===== src/rtl/pc_seq_pkg.sv =====
// Shared definitions for the program-counter sequencer: PC width, default
// vectors, fetch FSM states and the redirect-target conditioning helper.
// No ports (package).
package pc_seq_pkg;

  localparam int PC_W = 32;

  localparam logic [PC_W-1:0] DEFAULT_RESET_VECTOR = 32'h0000_0000;
  localparam logic [PC_W-1:0] DEFAULT_TRAP_VECTOR  = 32'h0000_0180;
  localparam int unsigned     DEFAULT_TIMEOUT      = 16;

  typedef enum logic [1:0] {
    BOOT   = 2'd0,
    FETCH  = 2'd1,
    HOLD   = 2'd2,
    HALTED = 2'd3
  } state_t;

  // Condition a redirect destination. With trapping enabled a misaligned
  // target is replaced by the trap vector; otherwise the low bits are
  // simply cleared so the PC stays word aligned.
  function automatic logic [PC_W-1:0] redirect_pc(
    input logic [PC_W-1:0] target,
    input logic            trap_en,
    input logic [PC_W-1:0] trap_vec
  );
    if (trap_en && (target[1:0] != 2'b00)) begin
      return trap_vec;
    end
    return {target[PC_W-1:2], 2'b00};
  endfunction

endpackage


===== src/rtl/pc_incrementer.sv =====
// Combinational sequential-address generator: pc_plus4 = pc_in + 4 (modulo 2^32).
// Ports: pc_in (current PC), pc_plus4 (PC + 4, wraps with no carry out).
// Latency: zero (pure combinational).
module pc_incrementer
  import pc_seq_pkg::*;
(
  input  logic [PC_W-1:0] pc_in,
  output logic [PC_W-1:0] pc_plus4
);

  assign pc_plus4 = pc_in + PC_W'(4);

endmodule


===== src/rtl/pc_sequencer.sv =====
// Program counter owner and instruction-fetch sequencer for the MIPS datapath:
// picks next PC (Jump > BranchTaken > PC+4), runs the IMem req/ready handshake,
// honours Stall/Halt and halts with a sticky FetchErr if memory stalls too long.
// Ports: Clk/Reset (async, active-high); Stall, BranchTaken/BranchTarget,
//   Jump/JumpTarget, Halt, IMemReady in; IMemReq, PCResult, PCAddResult,
//   InstrValid, FetchErr, Trap out.
// Optional feature macro PC_MISALIGN_TRAP_EN: misaligned redirects load
//   TRAP_VECTOR and pulse Trap; when undefined targets are word-aligned and
//   Trap is tied low.
module pc_sequencer
  import pc_seq_pkg::*;
#(
  parameter logic [31:0] RESET_VECTOR = DEFAULT_RESET_VECTOR,
  parameter int unsigned TIMEOUT      = DEFAULT_TIMEOUT,
  parameter logic [31:0] TRAP_VECTOR  = DEFAULT_TRAP_VECTOR
) (
  input  logic        Clk,
  input  logic        Reset,
  input  logic        Stall,
  input  logic        BranchTaken,
  input  logic [31:0] BranchTarget,
  input  logic        Jump,
  input  logic [31:0] JumpTarget,
  input  logic        Halt,
  input  logic        IMemReady,
  output logic        IMemReq,
  output logic [31:0] PCResult,
  output logic [31:0] PCAddResult,
  output logic        InstrValid,
  output logic        FetchErr,
  output logic        Trap
);

`ifdef PC_MISALIGN_TRAP_EN
  localparam logic TRAP_EN = 1'b1;
`else
  localparam logic TRAP_EN = 1'b0;
`endif

  localparam int              CNT_W   = $clog2(TIMEOUT + 1);
  localparam logic [CNT_W-1:0] CNT_MAX = CNT_W'(TIMEOUT);

  state_t            state_q, state_d;
  logic [PC_W-1:0]   pc_q, pc_d;
  logic [CNT_W-1:0]  wait_cnt_q, wait_cnt_d;
  logic              fetch_err_q, fetch_err_d;

  logic [PC_W-1:0]   pc_plus4;
  logic              active;
  logic              take_halt;
  logic              take_redirect;
  logic [PC_W-1:0]   redirect_tgt;
  logic [PC_W-1:0]   redirect_dst;
  logic [CNT_W-1:0]  wait_cnt_inc;
  logic              imem_req;
  logic              instr_valid;

  pc_incrementer u_pc_incrementer (
    .pc_in    (pc_q),
    .pc_plus4 (pc_plus4)
  );

  // Jump beats BranchTaken; a branch arriving with a jump is dropped.
  assign redirect_tgt = Jump ? JumpTarget : BranchTarget;
  assign redirect_dst = redirect_pc(redirect_tgt, TRAP_EN, TRAP_VECTOR);

  // Halt and redirects only act once the sequencer has left BOOT and while
  // it is still running; HALTED is exited only by Reset.
  assign active        = (state_q == FETCH) || (state_q == HOLD);
  assign take_halt     = active & Halt;
  assign take_redirect = active & ~Halt & (Jump | BranchTaken);

  assign wait_cnt_inc  = wait_cnt_q + CNT_W'(1);

  always_comb begin
    state_d     = state_q;
    pc_d        = pc_q;
    wait_cnt_d  = '0;
    fetch_err_d = fetch_err_q;
    imem_req    = 1'b0;
    instr_valid = 1'b0;

    unique case (state_q)
      BOOT: begin
        state_d = FETCH;
      end

      FETCH: begin
        imem_req = 1'b1;
        if (take_halt) begin
          state_d = HALTED;
        end else if (take_redirect) begin
          // In-flight fetch is squashed: no InstrValid this cycle.
          pc_d = redirect_dst;
        end else if (IMemReady) begin
          instr_valid = 1'b1;
          if (Stall) begin
            state_d = HOLD;
          end else begin
            pc_d = pc_plus4;
          end
        end else if (wait_cnt_inc == CNT_MAX) begin
          fetch_err_d = 1'b1;
          state_d     = HALTED;
        end else begin
          wait_cnt_d = wait_cnt_inc;
        end
      end

      HOLD: begin
        if (take_halt) begin
          state_d = HALTED;
        end else if (take_redirect) begin
          pc_d    = redirect_dst;
          state_d = FETCH;
        end else if (!Stall) begin
          pc_d    = pc_plus4;
          state_d = FETCH;
        end
      end

      HALTED: begin
        state_d = HALTED;
      end

      default: begin
        state_d = BOOT;
      end
    endcase
  end

  always_ff @(posedge Clk or posedge Reset) begin
    if (Reset) begin
      state_q     <= BOOT;
      pc_q        <= RESET_VECTOR;
      wait_cnt_q  <= '0;
      fetch_err_q <= 1'b0;
    end else begin
      state_q     <= state_d;
      pc_q        <= pc_d;
      wait_cnt_q  <= wait_cnt_d;
      fetch_err_q <= fetch_err_d;
    end
  end

`ifdef PC_MISALIGN_TRAP_EN
  // Trap is registered so it lines up with the cycle PCResult shows TRAP_VECTOR.
  logic trap_q, trap_d;

  always_comb begin
    trap_d = take_redirect & (redirect_tgt[1:0] != 2'b00);
  end

  always_ff @(posedge Clk or posedge Reset) begin
    if (Reset) begin
      trap_q <= 1'b0;
    end else begin
      trap_q <= trap_d;
    end
  end

  assign Trap = trap_q;
`else
  assign Trap = 1'b0;
`endif

  assign IMemReq     = imem_req;
  assign InstrValid  = instr_valid;
  assign PCResult    = pc_q;
  assign PCAddResult = pc_plus4;
  assign FetchErr    = fetch_err_q;

endmodule


===== config.mk =====
export PLATFORM = sky130hd
export DESIGN_NAME = pc_sequencer
export DESIGN_NICKNAME = d
export VERILOG_FILES = /design/src/rtl/pc_seq_pkg.sv /design/src/rtl/pc_incrementer.sv /design/src/rtl/pc_sequencer.sv
export SDC_FILE = /design/constraint.sdc
export NUM_CORES = 1
export LEC_CHECK = 0
export ABC_AREA = 1
export CAP_MARGIN = 25
export CORE_ASPECT_RATIO = 1.75
export CORE_UTILIZATION = 47
export DETAILED_ROUTE_END_ITERATION = 16
export PLACE_DENSITY = 0.87
export RECOVER_POWER = 50
export SYNTH_ARGS = -nofsm -noshare
export SYNTH_HDL_FRONTEND = slang
export SYNTH_SLANG_ARGS = --single-unit

===== constraint.sdc =====
create_clock -name Clk -period 3.7 [get_ports Clk]
set_input_delay 0.74 -clock Clk [delete_from_list [all_inputs] [get_ports Clk]]
set_output_delay 0.74 -clock Clk [all_outputs]
set_load 0.005 [all_outputs]

Word level (Yosys, flattened, before mapping)
Index checks and enable logic that the tools add are counted.
- add/sub/neg operators: 2
- equal/unequal tests: 11
- muxes and demuxes: 27
- bitwise operators: 8
- reductions and logical operators: 6
- operators with widths (cell ; number):
    $mux W32 ; 7
    $pmux W32 S2 ; 1
    $add A32 B3 Y32 const B ; 1
    $mux W5 ; 5
    $mux W2 ; 8
    $ne A4 B4 Y1 const B ; 2
    $pmux W2 S4 ; 1
    $reduce_and A4 Y1 ; 2
    $ne A3 B3 Y1 const B ; 2
    $add A5 B1 Y5 const B ; 1
    $eq A5 B5 Y1 const B ; 1
    $mux W1 ; 5
    $reduce_and A5 Y1 ; 1
    $eq A2 B2 Y1 const B ; 2
    $ne A2 B2 Y1 const B ; 2
    $ne A4 B3 Y1 const B ; 1
    $not A1 Y1 ; 4
    $and A1 B1 Y1 ; 3
    $eq A2 B1 Y1 const B ; 1
    $logic_not A2 Y1 ; 1
    $reduce_bool A2 Y1 ; 1
    $logic_or A1 B1 Y1 ; 1
    $or A1 B1 Y1 ; 1
- flip-flop bits (word level): 40
- bits of input ports: 71
- output and inout port bits: 68
- word-level logic and storage cells: 58

Logic depth before layout (Yosys ltp)
- word-level depth: 7
- mapped depth: 11

Hierarchy
Synthesis repeated with hierarchy kept, for this count alone.
- cells, all modules: 498
- area, all modules: 3270.6 um2
- by module, submodules not included (module ; instances ; cells each ; area an instance (um2)):
    pc_sequencer ; 1 ; 321 ; 2361.0
    pc_incrementer ; 1 ; 177 ; 909.6

Least setup slack after synthesis
Ideal clock, no wire load.
- path kind: input -> output
- start: input Jump
- end: output InstrValid
- arrival time: 1.280 ns
- required time: 2.960 ns
- slack: 1.680 ns
- stages: 6
- buffers on the path: 1
- path through: inv_2 > nand2_1 > nand3_2 > inv_2 > buf_2 > nor2_1
- word-level cells in the longest chain between the ends: 5
- ends and longest elaborated chain (element ; line ; text):
    start: declaration ; pc_sequencer.sv:22 ; input logic Jump,
    $or A1 B1 Y1 ; pc_sequencer.sv:71 ; assign take_redirect = active & ~Halt & (Jump | BranchTaken);
    $and A1 B1 Y1 ; pc_sequencer.sv:71 ;
    $mux W1 ; pc_sequencer.sv:92 ; end else if (take_redirect) begin
    $mux W1 ; pc_sequencer.sv:90 ; if (take_halt) begin
    $mux W1 ; pc_sequencer.sv:83 ; unique case (state_q)
    end: declaration ; pc_sequencer.sv:29 ; output logic InstrValid,
Every way passes these cells.

Worst setup path in the final report
Same ends and word-level chain as after synthesis.

==> out/qor.yml <==
grt_pass1_wl_mm: 18.1
data_required_time_of_the_critical_path_ns: 2.96
place.gp.congestion: 0.898
design.core.area_sq_um: 6910
grt_antenna_before_repair: 0
globalRouteTotalUtil_pct: 31.4
synth_mux_area_share_pct: 0
route.antenna.remaining_nets: 0
finalHoldViolations: 0
synth-xor-area-share_pct: 2.30
worst-r2r-setup-slack_ns: 1.06
powerDensity_nw_per_um2: 715
seq_area_frac_synth_pct: 28.2
clock-root-buffer: "sky130_fd_sc_hd__clkbuf_16"
leakagePower_nw: 2.40
critPathLaunchType: "primary input"
start_util_pct: 48.8
layout_commonest_cell: "sky130_fd_sc_hd__nand2_1"
finalCritPeriodShare_pct: 82.0
cts_inserted_buffers: 5
postCtsResizedCells: 0
fp-row-count: 40
r2r.worst_path.cells: 9
worst_hold_path.num_cells: 1
timing.slew.headroom_pct: -45.3
drc: 0
min_path_type: "reg2reg"
fmax_mhz: 330
placement.io_buffers: 129
worst_ep_arrival_time_ns: 2.29
drt-vias-per-instance: 5.38
synth.cell_area_sq_um: 3370
nNetsFinal: 774
rsz0062_at_grt: "false"
setup-violations-final: 0
post_synth_inst_count: 575
drt_pass1_iterations: 5
tritoncts_clock_tree: "yes"
tritoncts_sink_count: 38
layout.cells.most_common_list: "236 x sky130_fd_sc_hd__nand2_1, 103 x sky130_fd_sc_hd__clkdlybuf4s50_1, 90 x sky130_fd_sc_hd__nor2_1"
worst_voltage_drop_across_the_vdd_grid_mv: 0.476
final.setup.tns_ns: 0
syn-mean-instance-area_sq_um: 5.87
drt_iter0_markers: 310
synth_compound_gate_area_share_pct: 7.08
run_status: "complete, but fails checks"
largest_family_of_logic_cells_by_synthesized_area: "simple AND/OR/NAND/NOR gates"
path_clk_slew_ns: 0.06
final_cell_area_sq_um: 4870
final_layout_size_suffix_gt1_share_pct: 6.30
worst_pin_slew_ns: 2.18
finalWirelength_mm: 11.1
violations: "max-capacitance violations, max-slew violations"
post_synth_num_cell_types: 33
first_global_vias: 4138
largest_net_degree_at_the_start_of_global_routing: 42
regToRegEndpoint: "PCResult[25]"
cts-hold-fix-buffers: 0
die-height_microns: 114
crit-reg2reg-launch: "state_q[0]"
clk-insertion-delay-late_ns: 0.29
n_fill_cell: 589
detail_route.wl_per_cell_microns: 14.2
post-cts-setup-buffer-count: 0
ctsLongestPathBuffers: 2
drv_cap: 1
synth_fa_ha_area_share_pct: 2.23
placed_instance_area_sq_um: 4680
dr_total_vias: 4205
antenna_diode_count: 0
h-tree-depth: 2
worstHoldEndpoint: "wait_cnt_q[0]"
report.final.slew_viol_count: 39
critPathCaptureType: "output port"
simple_gate_area_share_of_the_yosys_netlist_pct: 50.2
synth_seq_cells: 38
hpwlAfterDp_mm: 8.32
grt-ovfl-total: 0
dieArea_sq_um: 7530
worstSetupPathType: "in2out"
area_growth_from_synthesis_to_layout_pct: 44.5
die-width_microns: 66.0
num_io_pins: 139
synth-warning-count: 0
period_minus_slack_ns: 3.03
min-delay-start: "wait_cnt_q[0]"
path_max_fanout: 22
finClkSkew_ns: 0.00317
cell type report:
class                   instances  area (sq um)  area share, %
well taps                      84           105           2.16
multi-input cells             467          2100           43.2
repair buffers                133          1320           27.0
flip-flops and latches         38           951           19.5
inverters                      52           198           4.06
clock buffers                   6           139           2.85
clock inverters                 2          60.1           1.23
power by group:
part           switching [mW]  internal [mW]  leakage (nW)
combinational            1.10          0.946          1.82
sequential              0.260          0.592         0.482
clock                   0.181          0.405        0.0971
state kept, by name, indices dropped and copies added (netlist names):
register    cells
PCResult       30
wait_cnt_q      5
FetchErr        1
state_q         2
through the flow:
step                      utilization [%]  hold WS [ns]  power (mW)  std cells  worst slack (ns)
final                                70.6         0.479        3.48        782             0.668
after global routing                 70.6         0.498        3.75        782             0.351
after CTS                            70.6         0.477        3.52        782             0.664
after detailed placement             67.8         0.471        2.91        774             0.673
after global placement               67.8         0.442        2.83        774             0.679
after floorplan                         -         0.428        1.96        579              1.68
cells by family after synthesis:
logic type / Yosys count
other cells: 1
fa+ha+maj: 6
buf+inv: 74
compound gates: 43
flops: 38
xor+xnor: 8
simple gates: 405
worst max-delay path, cell delays in order:
cell and delay [ns]:
sky130_fd_sc_hd__clkdlybuf4s50_1 0.49, sky130_fd_sc_hd__inv_2 0.04, sky130_fd_sc_hd__nand2_1 0.09, sky130_fd_sc_hd__nand3_2 0.09, sky130_fd_sc_hd__inv_2 0.31, sky130_fd_sc_hd__nor2_1 0.08, sky130_fd_sc_hd__clkdlybuf4s50_1 0.45
how the worst max path moves through the flow:
| stage | to | slack (ns) | startpoint |
|---|---|---|---|
| after floorplan | InstrValid | 1.68 | Jump |
| after global placement | InstrValid | 0.68 | Jump |
| after CTS | InstrValid | 0.66 | Jump |
| after detailed placement | PCResult[28] | 0.67 | Jump |
| final | InstrValid | 0.67 | Jump |
| after global routing | PCResult[12] | 0.35 | Reset |
layer usage:
layer | vias to the layer above | global-route usage, % | routed length [microns]
li1 | 2015 | - | -
met1 | 1912 | 31.9 | 3960
met2 | 213 | 56.7 | 5900
met3 | 65 | 4.98 | 594
met4 | 0 | 21.4 | 646
met5 | - | 0 | 0
cells in the mapped netlist, drive strengths merged:
| library cell | instances | area (sq um) |
|---|---|---|
| inv | 52 | 198 |
| nand3 | 49 | 250 |
| nor2 | 103 | 444 |
| nor3 | 2 | 10.0 |
| nand2 | 245 | 947 |
| dfrtp | 38 | 951 |
| ha | 6 | 75.1 |
| and2 | 1 | 6.26 |
| xnor2 | 1 | 16.3 |
| o31ai | 1 | 7.51 |
| o211ai | 3 | 22.5 |
| conb | 1 | 3.75 |
| buf | 16 | 113 |
| o21ai | 32 | 168 |
| nand4 | 1 | 6.26 |
| clkbuf | 6 | 22.5 |
| o21bai | 1 | 7.51 |
| nand3b | 4 | 30.0 |
| a21oi | 6 | 33.8 |
| xor2 | 7 | 61.3 |
Note: power is estimated with default switching activity, not from simulation.
